### src/rtl/wasm_frame_ctrl.sv
// wasm_frame_ctrl: WebAssembly call-frame sequencer driving the SuperStack
// command port as a series of two-cycle stack ops (issue, then check).
// Ports: cmd_* command in (valid/ready), rsp_* response out (held until
// rsp_ready), st_* SuperStack op/operands out, st_index/out/getter/error in.
module wasm_frame_ctrl #(
  parameter int WIDTH  = 8,
  parameter int DEPTH  = 3,
  parameter int FRAMES = 8
) (
  input  logic             clk,
  input  logic             reset,
  input  logic             cmd_valid,
  output logic             cmd_ready,
  input  logic [2:0]       cmd_op,
  input  logic [DEPTH:0]   cmd_arg,
  input  logic [DEPTH:0]   cmd_nlocals,
  output logic             rsp_valid,
  input  logic             rsp_ready,
  output logic [WIDTH-1:0] rsp_data,
  output logic [2:0]       rsp_error,
  output logic [2:0]       st_op,
  output logic [WIDTH-1:0] st_data,
  output logic [DEPTH:0]   st_offset,
  output logic [DEPTH:0]   st_lower_limit,
  output logic [DEPTH:0]   st_upper_limit,
  output logic [DEPTH:0]   st_underflow_limit,
  output logic             st_dropTos,
  input  logic [DEPTH:0]   st_index,
  input  logic [WIDTH-1:0] st_out,
  input  logic [WIDTH-1:0] st_getter,
  input  logic [1:0]       st_error
);

  localparam int AW = DEPTH + 1;
  localparam int CW = AW + 1;
  localparam int FW = $clog2(FRAMES + 1);
  localparam int RW = (FRAMES > 1) ? $clog2(FRAMES) : 1;
  localparam logic [AW-1:0] MAX_STACK = '1;

  localparam logic [2:0] OP_CALL = 3'd1;
  localparam logic [2:0] OP_RET  = 3'd2;
  localparam logic [2:0] OP_LGET = 3'd3;
  localparam logic [2:0] OP_LSET = 3'd4;
  localparam logic [2:0] OP_LTEE = 3'd5;

  localparam logic [2:0] ST_NONE = 3'd0;
  localparam logic [2:0] ST_PUSH = 3'd1;
  localparam logic [2:0] ST_IRST = 3'd4;
  localparam logic [2:0] ST_UGET = 3'd6;
  localparam logic [2:0] ST_USET = 3'd7;

  localparam logic [2:0] E_OK   = 3'd0;
  localparam logic [2:0] E_UND  = 3'd1;
  localparam logic [2:0] E_OVF  = 3'd2;
  localparam logic [2:0] E_IDX  = 3'd3;
  localparam logic [2:0] E_FOVF = 3'd4;
  localparam logic [2:0] E_FUND = 3'd5;
  localparam logic [2:0] E_AR   = 3'd6;

  typedef enum logic [1:0] {
    S_IDLE, S_ISSUE, S_CHECK, S_RESP
  } state_t;

  state_t            state_q, state_d;
  logic [AW-1:0]     base_q, base_d;
  logic [AW-1:0]     limit_q, limit_d;
  logic [FW-1:0]     depth_q, depth_d;
  logic [2:0]        op_q, op_d;
  logic [AW-1:0]     arg_q, arg_d;
  logic [AW-1:0]     nl_q, nl_d;
  logic [AW-1:0]     idx_q, idx_d;
  logic [CW-1:0]     cnt_q, cnt_d;
  logic [CW-1:0]     last_q, last_d;
  logic [WIDTH-1:0]  getter_q, getter_d;
  logic [WIDTH-1:0]  rdata_q, rdata_d;
  logic [2:0]        rerr_q, rerr_d;
  logic [2*AW-1:0]   rec_q [FRAMES];

  logic              push_rec, commit;
  logic [RW-1:0]     wr_ptr, rd_ptr;
  logic [AW-1:0]     avail, nloc;
  logic [2:0]        pre_err;
  logic [CW-1:0]     pre_nops;
  logic [2:0]        c_op;
  logic [AW-1:0]     c_idx, c_n, c_l;
  logic              is_last, d_call, d_lset;
  logic              d_ret_get, d_ret_set, d_ret_ir;
  logic              d_lg_get, d_lg_push, dec_get;
  logic [AW-1:0]     half;

  assign wr_ptr = RW'(depth_q);
  assign rd_ptr = RW'(depth_q - 1'b1);
  assign avail  = st_index - limit_q;
  assign nloc   = limit_q - base_q;

  // Zero-op commands commit straight from IDLE using the live command.
  assign c_op  = (state_q == S_IDLE) ? cmd_op : op_q;
  assign c_idx = (state_q == S_IDLE) ? st_index : idx_q;
  assign c_n   = (state_q == S_IDLE) ? cmd_arg : arg_q;
  assign c_l   = (state_q == S_IDLE) ? cmd_nlocals : nl_q;

  // RETURN runs GET/SET pairs on even/odd steps, INDEX_RESET last.
  assign is_last   = (cnt_q == last_q);
  assign half      = cnt_q[AW:1];
  assign d_call    = (op_q == OP_CALL);
  assign d_ret_get = (op_q == OP_RET) && !is_last && !cnt_q[0];
  assign d_ret_set = (op_q == OP_RET) && !is_last && cnt_q[0];
  assign d_ret_ir  = (op_q == OP_RET) && is_last;
  assign d_lg_get  = (op_q == OP_LGET) && (cnt_q == '0);
  assign d_lg_push = (op_q == OP_LGET) && (cnt_q != '0);
  assign d_lset    = (op_q == OP_LSET) || (op_q == OP_LTEE);
  assign dec_get   = d_ret_get || d_lg_get;

  always_comb begin
    pre_err  = E_OK;
    pre_nops = '0;
    case (cmd_op)
      OP_CALL: begin
        pre_nops = {1'b0, cmd_nlocals};
        if (depth_q == FW'(FRAMES))
          pre_err = E_FOVF;
        else if (cmd_arg > avail)
          pre_err = E_AR;
        else if (({1'b0, st_index} + {1'b0, cmd_nlocals})
                 > {1'b0, MAX_STACK})
          pre_err = E_OVF;
      end
      OP_RET: begin
        pre_nops = {cmd_arg, 1'b1};
        if (depth_q == '0)
          pre_err = E_FUND;
        else if (cmd_arg > avail)
          pre_err = E_AR;
      end
      OP_LGET: begin
        pre_nops = CW'(2);
        if (cmd_arg >= nloc)
          pre_err = E_IDX;
        else if (st_index == MAX_STACK)
          pre_err = E_OVF;
      end
      OP_LSET, OP_LTEE: begin
        pre_nops = CW'(1);
        if (cmd_arg >= nloc)
          pre_err = E_IDX;
        else if (st_index == limit_q)
          pre_err = E_UND;
      end
      default: ;
    endcase
  end

  always_ff @(posedge clk) begin
    if (reset) begin
      state_q  <= S_IDLE;
      base_q   <= '0;
      limit_q  <= '0;
      depth_q  <= '0;
      op_q     <= '0;
      arg_q    <= '0;
      nl_q     <= '0;
      idx_q    <= '0;
      cnt_q    <= '0;
      last_q   <= '0;
      getter_q <= '0;
      rdata_q  <= '0;
      rerr_q   <= E_OK;
    end else begin
      state_q  <= state_d;
      base_q   <= base_d;
      limit_q  <= limit_d;
      depth_q  <= depth_d;
      op_q     <= op_d;
      arg_q    <= arg_d;
      nl_q     <= nl_d;
      idx_q    <= idx_d;
      cnt_q    <= cnt_d;
      last_q   <= last_d;
      getter_q <= getter_d;
      rdata_q  <= rdata_d;
      rerr_q   <= rerr_d;
    end
  end

  always_ff @(posedge clk) begin
    if (push_rec)
      rec_q[wr_ptr] <= {base_q, limit_q};
  end

  always_comb begin
    state_d  = state_q;
    base_d   = base_q;
    limit_d  = limit_q;
    depth_d  = depth_q;
    op_d     = op_q;
    arg_d    = arg_q;
    nl_d     = nl_q;
    idx_d    = idx_q;
    cnt_d    = cnt_q;
    last_d   = last_q;
    getter_d = getter_q;
    rdata_d  = rdata_q;
    rerr_d   = rerr_q;
    push_rec = 1'b0;
    commit   = 1'b0;
    unique case (state_q)
      S_IDLE: if (cmd_valid) begin
        op_d    = cmd_op;
        arg_d   = cmd_arg;
        nl_d    = cmd_nlocals;
        idx_d   = st_index;
        cnt_d   = '0;
        last_d  = pre_nops - 1'b1;
        rdata_d = '0;
        rerr_d  = pre_err;
        if (pre_err != E_OK) begin
          state_d = S_RESP;
        end else if (pre_nops == '0) begin
          state_d = S_RESP;
          commit  = 1'b1;
        end else begin
          state_d = S_ISSUE;
        end
      end
      S_ISSUE: state_d = S_CHECK;
      S_CHECK: begin
        if (dec_get)
          getter_d = st_getter;
        if (st_error != 2'd0) begin
          rerr_d  = {1'b0, st_error};
          rdata_d = '0;
          state_d = S_RESP;
        end else if (is_last) begin
          commit  = 1'b1;
          state_d = S_RESP;
          if (op_q == OP_LGET)
            rdata_d = getter_q;
        end else begin
          cnt_d   = cnt_q + 1'b1;
          state_d = S_ISSUE;
        end
      end
      S_RESP: if (rsp_ready) state_d = S_IDLE;
      default: state_d = S_IDLE;
    endcase
    if (commit && c_op == OP_CALL) begin
      push_rec = 1'b1;
      depth_d  = depth_q + 1'b1;
      base_d   = c_idx - c_n;
      limit_d  = c_idx + c_l;
    end else if (commit && c_op == OP_RET) begin
      depth_d           = depth_q - 1'b1;
      {base_d, limit_d} = rec_q[rd_ptr];
    end
  end

  always_comb begin
    st_op          = ST_NONE;
    st_data        = '0;
    st_offset      = '0;
    st_lower_limit = '0;
    st_upper_limit = '0;
    st_dropTos     = 1'b0;
    if (state_q == S_ISSUE) begin
      unique case (1'b1)
        d_call: st_op = ST_PUSH;
        d_ret_get: begin
          st_op          = ST_UGET;
          st_lower_limit = idx_q - arg_q;
          st_upper_limit = idx_q;
          st_offset      = half;
        end
        d_ret_set: begin
          st_op          = ST_USET;
          st_data        = getter_q;
          st_lower_limit = base_q;
          st_upper_limit = idx_q;
          st_offset      = half;
        end
        d_ret_ir: begin
          st_op     = ST_IRST;
          st_offset = base_q + arg_q;
        end
        d_lg_get: begin
          st_op          = ST_UGET;
          st_lower_limit = base_q;
          st_upper_limit = limit_q;
          st_offset      = arg_q;
        end
        d_lg_push: begin
          st_op   = ST_PUSH;
          st_data = getter_q;
        end
        d_lset: begin
          st_op          = ST_USET;
          st_data        = st_out;
          st_lower_limit = base_q;
          st_upper_limit = limit_q;
          st_offset      = arg_q;
          st_dropTos     = (op_q == OP_LSET);
        end
        default: ;
      endcase
    end
  end

  assign cmd_ready          = (state_q == S_IDLE);
  assign rsp_valid          = (state_q == S_RESP);
  assign rsp_data           = rdata_q;
  assign rsp_error          = rerr_q;
  assign st_underflow_limit = limit_q;

endmodule

### config.mk
export PLATFORM = sky130hd
export DESIGN_NAME = wasm_frame_ctrl
export DESIGN_NICKNAME = d
export VERILOG_FILES = /design/src/rtl/wasm_frame_ctrl.sv
export SDC_FILE = /design/constraint.sdc
export NUM_CORES = 1
export LEC_CHECK = 0
export BUFFER_PORTS_ARGS = -buffer_cell sky130_fd_sc_hd__buf_2
export CORE_MARGIN = 2
export CORE_UTILIZATION = 53
export DETAILED_ROUTE_END_ITERATION = 8
export PLACE_DENSITY = 0.83
export SKIP_CTS_REPAIR_TIMING = 1
export SLEW_MARGIN = 40
export SYNTH_ARGS = -nofsm -noshare
export SYNTH_HDL_FRONTEND = slang
export SYNTH_SLANG_ARGS = --single-unit
### constraint.sdc
create_clock -name clk -period 4.3 [get_ports clk]
set_clock_uncertainty 0.15 [all_clocks]
set_input_delay 0.43 -clock clk [delete_from_list [all_inputs] [get_ports clk]]
set_output_delay 0.43 -clock clk [all_outputs]
set_load 0.005 [all_outputs]
# After elaboration in Yosys (flattened, before gate mapping)
# Memories as Yosys holds them, arrays and structs flattened.
# Index checks and enable logic that the tools add are counted.
[word_totals]
wordCells = 150
output_inout_bits = 41
register_bits = 58
ram_bits = 64
in_bits = 37
memories = 1
[memory_table]
columns = ["memory", "words", "word_bits", "read_ports", "rd_ports_with_merged_regs", "wr", "line", "rtl"]
rows = [
  ["rec_q", 8, 8, 1, 0, 1, "77", "logic [2*AW-1:0] rec_q [FRAMES];"],
]
[classes]
n_lt_le_gt_ge = 3
muxes = 61
n_eq_ne = 26
reduce_logical = 35
addsub = 11
[ops]
columns = ["op", "n"]
rows = [
  ["$mux W4", 12],
  ["$mux W8", 5],
  ["$pmux W8 S2", 2],
  ["$mux W3", 8],
  ["$pmux W3 S4", 2],
  ["$mux W2", 10],
  ["$pmux W5 S4", 1],
  ["$pmux W4 S2", 2],
  ["$sub A4 B4 Y4", 4],
  ["$eq A3 B2 Y1 const B", 5],
  ["$mux W5", 3],
  ["$reduce_or A2 Y1", 7],
  ["$eq A3 B3 Y1 const B", 4],
  ["$pmux W4 S3", 1],
  ["$mux W1", 11],
  ["$logic_not A5 Y1", 2],
  ["$pmux W5 S2", 1],
  ["$eq A3 B1 Y1 const B", 3],
  ["$add A4 B4 Y4", 2],
  ["$eq A4 B4 Y1 const B", 2],
  ["$logic_and A1 B1 Y1", 8],
  ["$ne A2 B2 Y1 const B", 4],
  ["$pmux W2 S4", 1],
  ["$reduce_and A4 Y1", 2],
  ["26 further kinds", 34],
]

# Depth between registers and ports, before layout
# Gate-level depths: netlist of run 1.
[depth]
word_depth = 14
depth_mapped = 15
depth_no_buf = 14

# Worst setup path before layout of run 1
# No wires, ideal clock.
[synth_path]
path_kind = "flip-flop to flip-flop"
start = "reg limit_q[1] (netlist: st_underflow_limit[1])"
end = "mem rec_q[0][0] in the netlist's numbering, enable pin"
period_less_slack_ns = 4.299
n_path_buf = 1
setup_slack_ns = 0.001
arrival_ns = 3.765
path_stages_with_launch = 14
required_ns = 3.767
setup_ns = 0.383
cell_sequence = "dfxtp_1 > inv_1 > ha_1 > a21o_1 > a21oi_1 > xor2_1 > ha_1 > a21oi_1 > a211oi_1 > or4b_1 > o21a_1 > buf_6 > or3_1 > nor3_1"
[synth_via]
elab_chain_len = 13
elab_cells_between_ends = 21
classes_between = "add/sub (2); order compare (2); eq/ne (1); mux (14); reduce/logical (2)"
[synth_lines]
columns = ["element", "line", "rtl"]
rows = [
  ["start, declared", "66", "logic [AW-1:0] limit_q, limit_d;"],
  ["start signal, assigned", "171", "limit_q <= limit_d;"],
  ["$sub A4 B4 Y4", "93", "assign avail = st_index - limit_q;"],
  ["$gt A4 B4 Y1", "122, 132", ""],
  ["$mux W3, on equally long branches", "122, 132", ""],
  ["$mux W3, on equally long branches", "120, 130", ""],
  ["$pmux W3 S4 (*)", "117", "case (cmd_op)"],
  ["$reduce_bool A3 Y1 (*)", "216", "if (pre_err != E_OK) begin"],
  ["$mux W1 (*)", "216", ""],
  ["$mux W1 (*)", "207", "S_IDLE: if (cmd_valid) begin"],
  ["$pmux W1 S2 (*)", "206", "unique case (state_q)"],
  ["$logic_and A1 B1 Y1 (*)", "246", "if (commit && c_op == OP_CALL) begin"],
  ["$mux W1 (*)", "246", ""],
  ["$mux W1 (*)", "186", "if (push_rec)"],
  ["$mux W1 (not written as such) (*)", "187", "rec_q[wr_ptr] <= {base_q, limit_q};"],
  ["end, declared", "77", ""],
]
# Mark *: on every way between the ends. The rest lies on a longest branch, timed or not.

# Worst setup path after layout of run 1
[layout_path]
start = "reg limit_q[0] (netlist: st_underflow_limit[0])"
end = "mem rec_q[0][2] in the netlist's numbering, enable pin"
# Same word-level chain as after synthesis.

==> impl_metrics.toml, run 1 <==
[outcome]
outcome = "complete, no violations"

[global_routing]
grt-ovfl-total = 0
grtUsageTotal_pct = 26.8
grt_pass1_wl_mm = 27.4
antenna_found_initial = 0
grt_max_degree = 60
grt_pass1_vias = 5263

[finish]
diodes = 0
area_growth_pct = 17.3
final_util_pct = 63.1
nFillCells = 992
drive_gt1_share_pct = 21.7
final_nets = 804

[cts]
clk_path_buf_depth = 2
cts-htree-levels = 4
path_clk_slew_ns = 0.06
cts_buffers = 17
cts.sinks = 122
cts_tree = "yes"
clock-root-buffer = "clkbuf_16"
clk-insertion-delay-late_ns = 0.42

[floorplan]
die_x_um = 117
rows = 41
die_h_um = 117
coreArea_mm2 = 0.0125
initial_core_util_pct = 53.8
pin_count = 78
dieArea_mm2 = 0.0136

[yosys]
ys_async_sr_fraction_pct = 0
synth_most_common_cell = "edfxtp_1"
postSynthAreaPerCell_um2 = 10.5
synth_fp_nets = 720
yosysSeqAreaShare_pct = 45.8
synth_top_cell_by_area = "edfxtp_1"
ys_ff_latch = 122
synth_top_area_share_pct = 28.6
synth_area_leaders = "edfxtp_1 29%, dfxtp_1 17%, ha_1 6.3%, mux4_2 5.4%, mux2i_1 4.0%"
synth-edff-count = 64
ys_types = 59
synthFlopType = "edfxtp_1"
synth_cells = 642
yosys_warnings = 0
synthTopCellsByCount = "64 x edfxtp_1, 60 x nor2_1, 58 x dfxtp_1"
syn_area_mm2 = 0.00673

[setup_path]
cpPeakStageDelay_ns = 0.54
startpoint_type = "flip-flop"
crit_chain = "ha_1, inv_1, fa_1, inv_1, ha_1, nor2b_1, o211ai_1, a211oi_1, or4b_1, o21a_1, or3_1, nor3_1, buf_4"
required_ns = 4.28
cp_max_fo = 11
slowest_stage = "or4b_1"
cp_data_arrival_time_ns = 3.89
critPathCaptureType = "flip-flop"
path_class = "reg -> reg"

[pwr]
power.leakage_nw = 3.20
p_int_mw = 2.20
switching_share_pct = 28.5
seq_power_share_pct = 41.8
power_frac_comb_pct = 17.6
fin_total_pwr_mw = 3.08
p_clk_share_pct = 40.6
peakVddDrop_uv = 303
p_per_area_mw_per_mm2 = 390
p_sw_uw = 876

[route]
vias_per_cell = 5.96
firstDrtPassIters = 8
routedWlPerCell_um = 19.2
route.detailed.drc = 0
drt_iter0_drc = 497
vias = 5427
drtAntennaViolNets = 0
routed_wirelength_mm = 17.4

[place]
detailed_place_hpwl_mm = 12.5
gp_routability_congestion = 0.942
port_buffers = 77

[sta]
tightest_slew_ns = 0.818
hold_viol = 0
tns_ns = 0
rsz0062_at_grt = "no"
finalCritPeriodShare_pct = 91.1
relSlewSlack_pct = 45.5
max_freq_ghz = 0.255
post-route-min-period_ns = 3.92
setup_violations = 0
finalMaxSlewViolations = 0

[run]
cap_violations = 0

[min_path]
min_path_type = "in -> reg"
## layout make-up
type	instances	area [µm²]	area share (%)
inverters	31	116	1.47
flip-flops and latches	122	3080	39.0
well taps	172	215	2.73
multi-input cells	454	3400	43.1
clock inverters	10	72.6	0.919
repair buffers	100	561	7.10
clock buffers	22	444	5.63
## final timing paths
path / slack, ns / end / depth (start not counted) / startpoint
worst min-delay path: 0.09 / getter_q[5] / 3 / st_getter[5]
worst min register to register: 0.30 / nl_q[1] / 2 / nl_q[1]
worst max register to register: 0.38 / rec_q[0][2] / 13 / st_underflow_limit[0]
worst max-delay path: 0.38 / rec_q[0][2] / 13 / st_underflow_limit[0]
## power groups by stage
stage / Sequential [mW] / Combinational [mW] / Clock, mW
2_1_floorplan: 1.29 / 0.384 / 0
3_3_place_gp: 1.31 / 0.504 / 0
3_5_place_dp: 1.31 / 0.528 / 0
4_1_cts: 1.28 / 0.533 / 1.26
5_1_grt: 1.29 / 0.594 / 1.31
6_report: 1.29 / 0.541 / 1.25
## cell families (layout without fill, tap and decap cells)
logic type | count (synthesis) | in the layout | share of synthesized area (%)
AND/OR/NAND/NOR | 191 | 191 | 13.5
AO/OA/AOI/OAI | 137 | 137 | 13.2
flip-flops | 122 | 122 | 45.8
buffers and inverters | 66 | 163 | 3.92
multiplexers | 52 | 52 | 10.9
adder cells (fa/ha/maj) | 41 | 41 | 8.40
XOR/XNOR | 33 | 33 | 4.29
## sequential cells by signal, summed over array words and instances, names as in the netlist
| register | flops |
|---|---|
| rec_q | 64 |
| getter_q | 8 |
| rsp_data | 8 |
| cnt_q | 5 |
| last_q | 5 |
| arg_q | 4 |
| base_q | 4 |
| depth_q | 4 |
| idx_q | 4 |
| nl_q | 4 |
| st_underflow_limit | 4 |
| op_q | 3 |
| rsp_error | 3 |
| state_q | 2 |
## worst max-delay path: cells and delay by family (launching register included)
kind,cells,cell delay (ns)
adder cells (fa/ha/maj),3,0.92
AND/OR/NAND/NOR,4,1.28
flip-flops,1,0.36
AO/OA/AOI/OAI,3,0.62
buffers and inverters,3,0.29
## placed cells by master (no fill, tap or decap), types with 5 or more instances in the layout
cell       synthesis  layout
buf_2              4      76
edfxtp_1          64      64
nor2_1            60      60
dfxtp_1           58      58
nand2_1           53      53
a21oi_1           53      53
ha_1              34      34
inv_1             31      31
mux2i_1           27      27
buf_4              1      24
xnor2_1           23      23
clkbuf_16          0      17
mux4_2            16      16
nor3_1            16      15
nand3_1           15      15
o21ai_0           12      11
a22oi_1           11      11
xor2_1            10       9
a211oi_1           9       9
mux2_2             9       9
a21o_1             9       9
and3_1             8       8
a22o_1             8       8
nand2b_1           7       7
fa_1               7       7
nor2b_1            6       6
o22ai_1            5       5
clkbuf_1          26       5
## metal layers
layer | part of all wire (%) | global-route usage, % | routed length, µm | up-vias
li1 | - | - | - | 2503
met1 | 38 | 32.7 | 6710 | 2600
met2 | 51 | 45.2 | 8850 | 279
met3 | 7.7 | 6.49 | 1340 | 45
met4 | 3.2 | 12.0 | 555 | 0
met5 | 0 | 0 | 0 | -
## metrics by stage
| step | area [µm²] | std cells | setup WS (ns) | hold WS, ns |
|---|---|---|---|---|
| after floorplan | 6730 | 642 | 0.00136 | 0.284 |
| after global placement | 7360 | 879 | 0.308 | 0.291 |
| final | 7900 | 911 | 0.385 | 0.0929 |
| after detailed placement | 7380 | 879 | 0.217 | 0.300 |
| after CTS | 7900 | 911 | 0.437 | 0.0823 |
| after global routing | 7900 | 911 | 0.242 | 0.102 |
Power figures use the tool's default switching activity.
==> run 2, diff against run 1 <==
Settings changed: CELL_PAD_IN_SITES_DETAIL_PLACEMENT from default to 1, CELL_PAD_IN_SITES_GLOBAL_PLACEMENT from default to 1, CORE_UTILIZATION 53 to 42, PLACE_DENSITY 0.83 to 0.84, REMOVE_ABC_BUFFERS from default to 1.
==> run 2 against run 1 <==
Effect of this change: non-clock buffer count rose by 3; total power rose by 6.7%; setup slack improved by 0.061 ns; worst hold slack got worse by 0.0062 ns; highest routed layer unchanged; first-iteration DRC count fell by 42%; via count rose by 1.3%.
==> impl_metrics.toml, run 2 (synthesized netlist as in run 1, its figures left out) <==
[place]
port_buffers = 77
placed_cells = 926
gp_routability_congestion = 0.885
pre_cts_ws_ns = 0.192
detailed_place_hpwl_mm = 14.6

[setup_path]
crit_chain = "inv_1, ha_1, a21o_1, a21oi_1, xor2_1, ha_1, a21oi_1, a211oi_1, or4b_1, o21a_1, or3_1, nor3_1, buf_4"
cpPeakStageDelay_ns = 0.56
path_class = "reg -> reg"
slowest_stage = "or4b_1"
startpoint_type = "flip-flop"
cp_data_arrival_time_ns = 3.83
required_ns = 4.28
critPathCaptureType = "flip-flop"
cp_max_fo = 8

[cts]
clock-root-buffer = "clkbuf_16"
cts.sinks = 122
clk_path_buf_depth = 2
cts_buffers = 17
clk-insertion-delay-late_ns = 0.43
path_clk_slew_ns = 0.06
cts_tree = "yes"
cts-htree-levels = 4

[pwr]
p_per_area_mw_per_mm2 = 408
power.leakage_nw = 3.25
p_clk_share_pct = 43.4
p_sw_uw = 913
peakVddDrop_uv = 325
switching_share_pct = 27.8
seq_power_share_pct = 39.3
power_frac_comb_pct = 17.3
p_int_mw = 2.37

[sta]
finalMaxSlewViolations = 0
setup_violations = 0
rsz0062_at_grt = "no"
fin_ws_ns = 0.446
post-route-min-period_ns = 3.85
relSlewSlack_pct = 47.2
max_freq_ghz = 0.259
hold_viol = 0
finalCritPeriodShare_pct = 89.6
tns_ns = 0
tightest_slew_ns = 0.791

[finish]
final_common_cell = "buf_2"
top_register = "rec_q"
diodes = 0
largest_reg_flops = 64
most-common-layout-cells = "77 x buf_2, 64 x edfxtp_1, 60 x nor2_1"
final_nets = 807
drive_gt1_share_pct = 22.4
finalNonFillerCells = 958
final_util_pct = 51.0
area_growth_pct = 19.6

[global_routing]
grtUsageTotal_pct = 25.4
grt_pass1_vias = 5865
grt_pass1_wl_mm = 32.3
grt-ovfl-total = 0
grt_max_degree = 38
antenna_found_initial = 0

[outcome]
outcome = "complete, no violations"

[floorplan]
die_x_um = 131
pin_count = 78
die_h_um = 131
initial_core_util_pct = 42.7
rows = 46
dieArea_mm2 = 0.0171
coreArea_mm2 = 0.0158

[route]
routedWlPerCell_um = 21.3
drt_iter0_drc = 288
routed_wirelength_mm = 20.4
vias = 5498
drtAntennaViolNets = 0
vias_per_cell = 5.74
firstDrtPassIters = 5
route.detailed.drc = 0

[min_path]
min_path_type = "in -> reg"

[run]
cap_violations = 0
-- run 2: cell types whose count changed in the layout (fill, tap and decap cells not counted), sizes merged --
cell / before / now
clkinv: 6 / 2
bufinv: 0 / 1
buf: 100 / 103
clkbuf: 22 / 24
inv: 32 / 33
-- run 2: per-stage QoR --
stage | hold WS (ns) | instance area, µm² | power, mW
6_report | 0.0867 | 8050 | 3.28
2_1_floorplan | 0.278 | 6580 | 1.65
5_1_grt | 0.0885 | 8050 | 3.40
3_3_place_gp | 0.293 | 7430 | 1.83
3_5_place_dp | 0.302 | 7450 | 1.86
4_1_cts | 0.0772 | 8050 | 3.29
-- run 2: layer usage --
layer  track usage, %  vias up  part of all wire [%]
met1             30.6     2772                    41
met5                0        -                     0
met3             5.58       49                   4.6
met2             43.0      171                    50
met4             12.5        0                   4.0
li1                 -     2506                     -
-- run 2: critical path, delay by kind of cell, from the launching register on --
kind,cells,cell delay (ns)
buffers and inverters,2,0.29
DFF,1,0.34
AOI/OAI and AO/OA,5,0.90
xor gates and xnor gates,1,0.18
and+or+nand+nor,3,1.11
adders and majority gates,2,0.59
-- run 2: path summary, 6_finish.rpt --
path | cells past startpoint | slack (ns) | to | start
max | 13 | 0.45 | rec_q[0][6] | st_underflow_limit[1]
min | 3 | 0.09 | getter_q[3] | st_getter[3]
max reg2reg | 13 | 0.45 | rec_q[0][6] | st_underflow_limit[1]
min reg2reg | 2 | 0.31 | nl_q[2] | nl_q[2]
-- run 2: area by class of cell --
cell class	instances	area, µm²
Fill cell	1782	7720
Multi-Input combinational cell	454	3400
Sequential cell	122	3080
Timing Repair Buffer	103	581
Clock buffer	24	517
Tap cell	216	270
Inverter	31	116
Clock inverter	8	81.3
-- run 2: power by group through the flow --
stage / combinational [mW] / sequential [mW] / clock (mW)
after floorplan: 0.351 / 1.30 / 0
after global placement: 0.523 / 1.31 / 0
after detailed placement: 0.554 / 1.31 / 0
after CTS: 0.564 / 1.29 / 1.44
after global routing: 0.625 / 1.29 / 1.49
final: 0.568 / 1.29 / 1.42
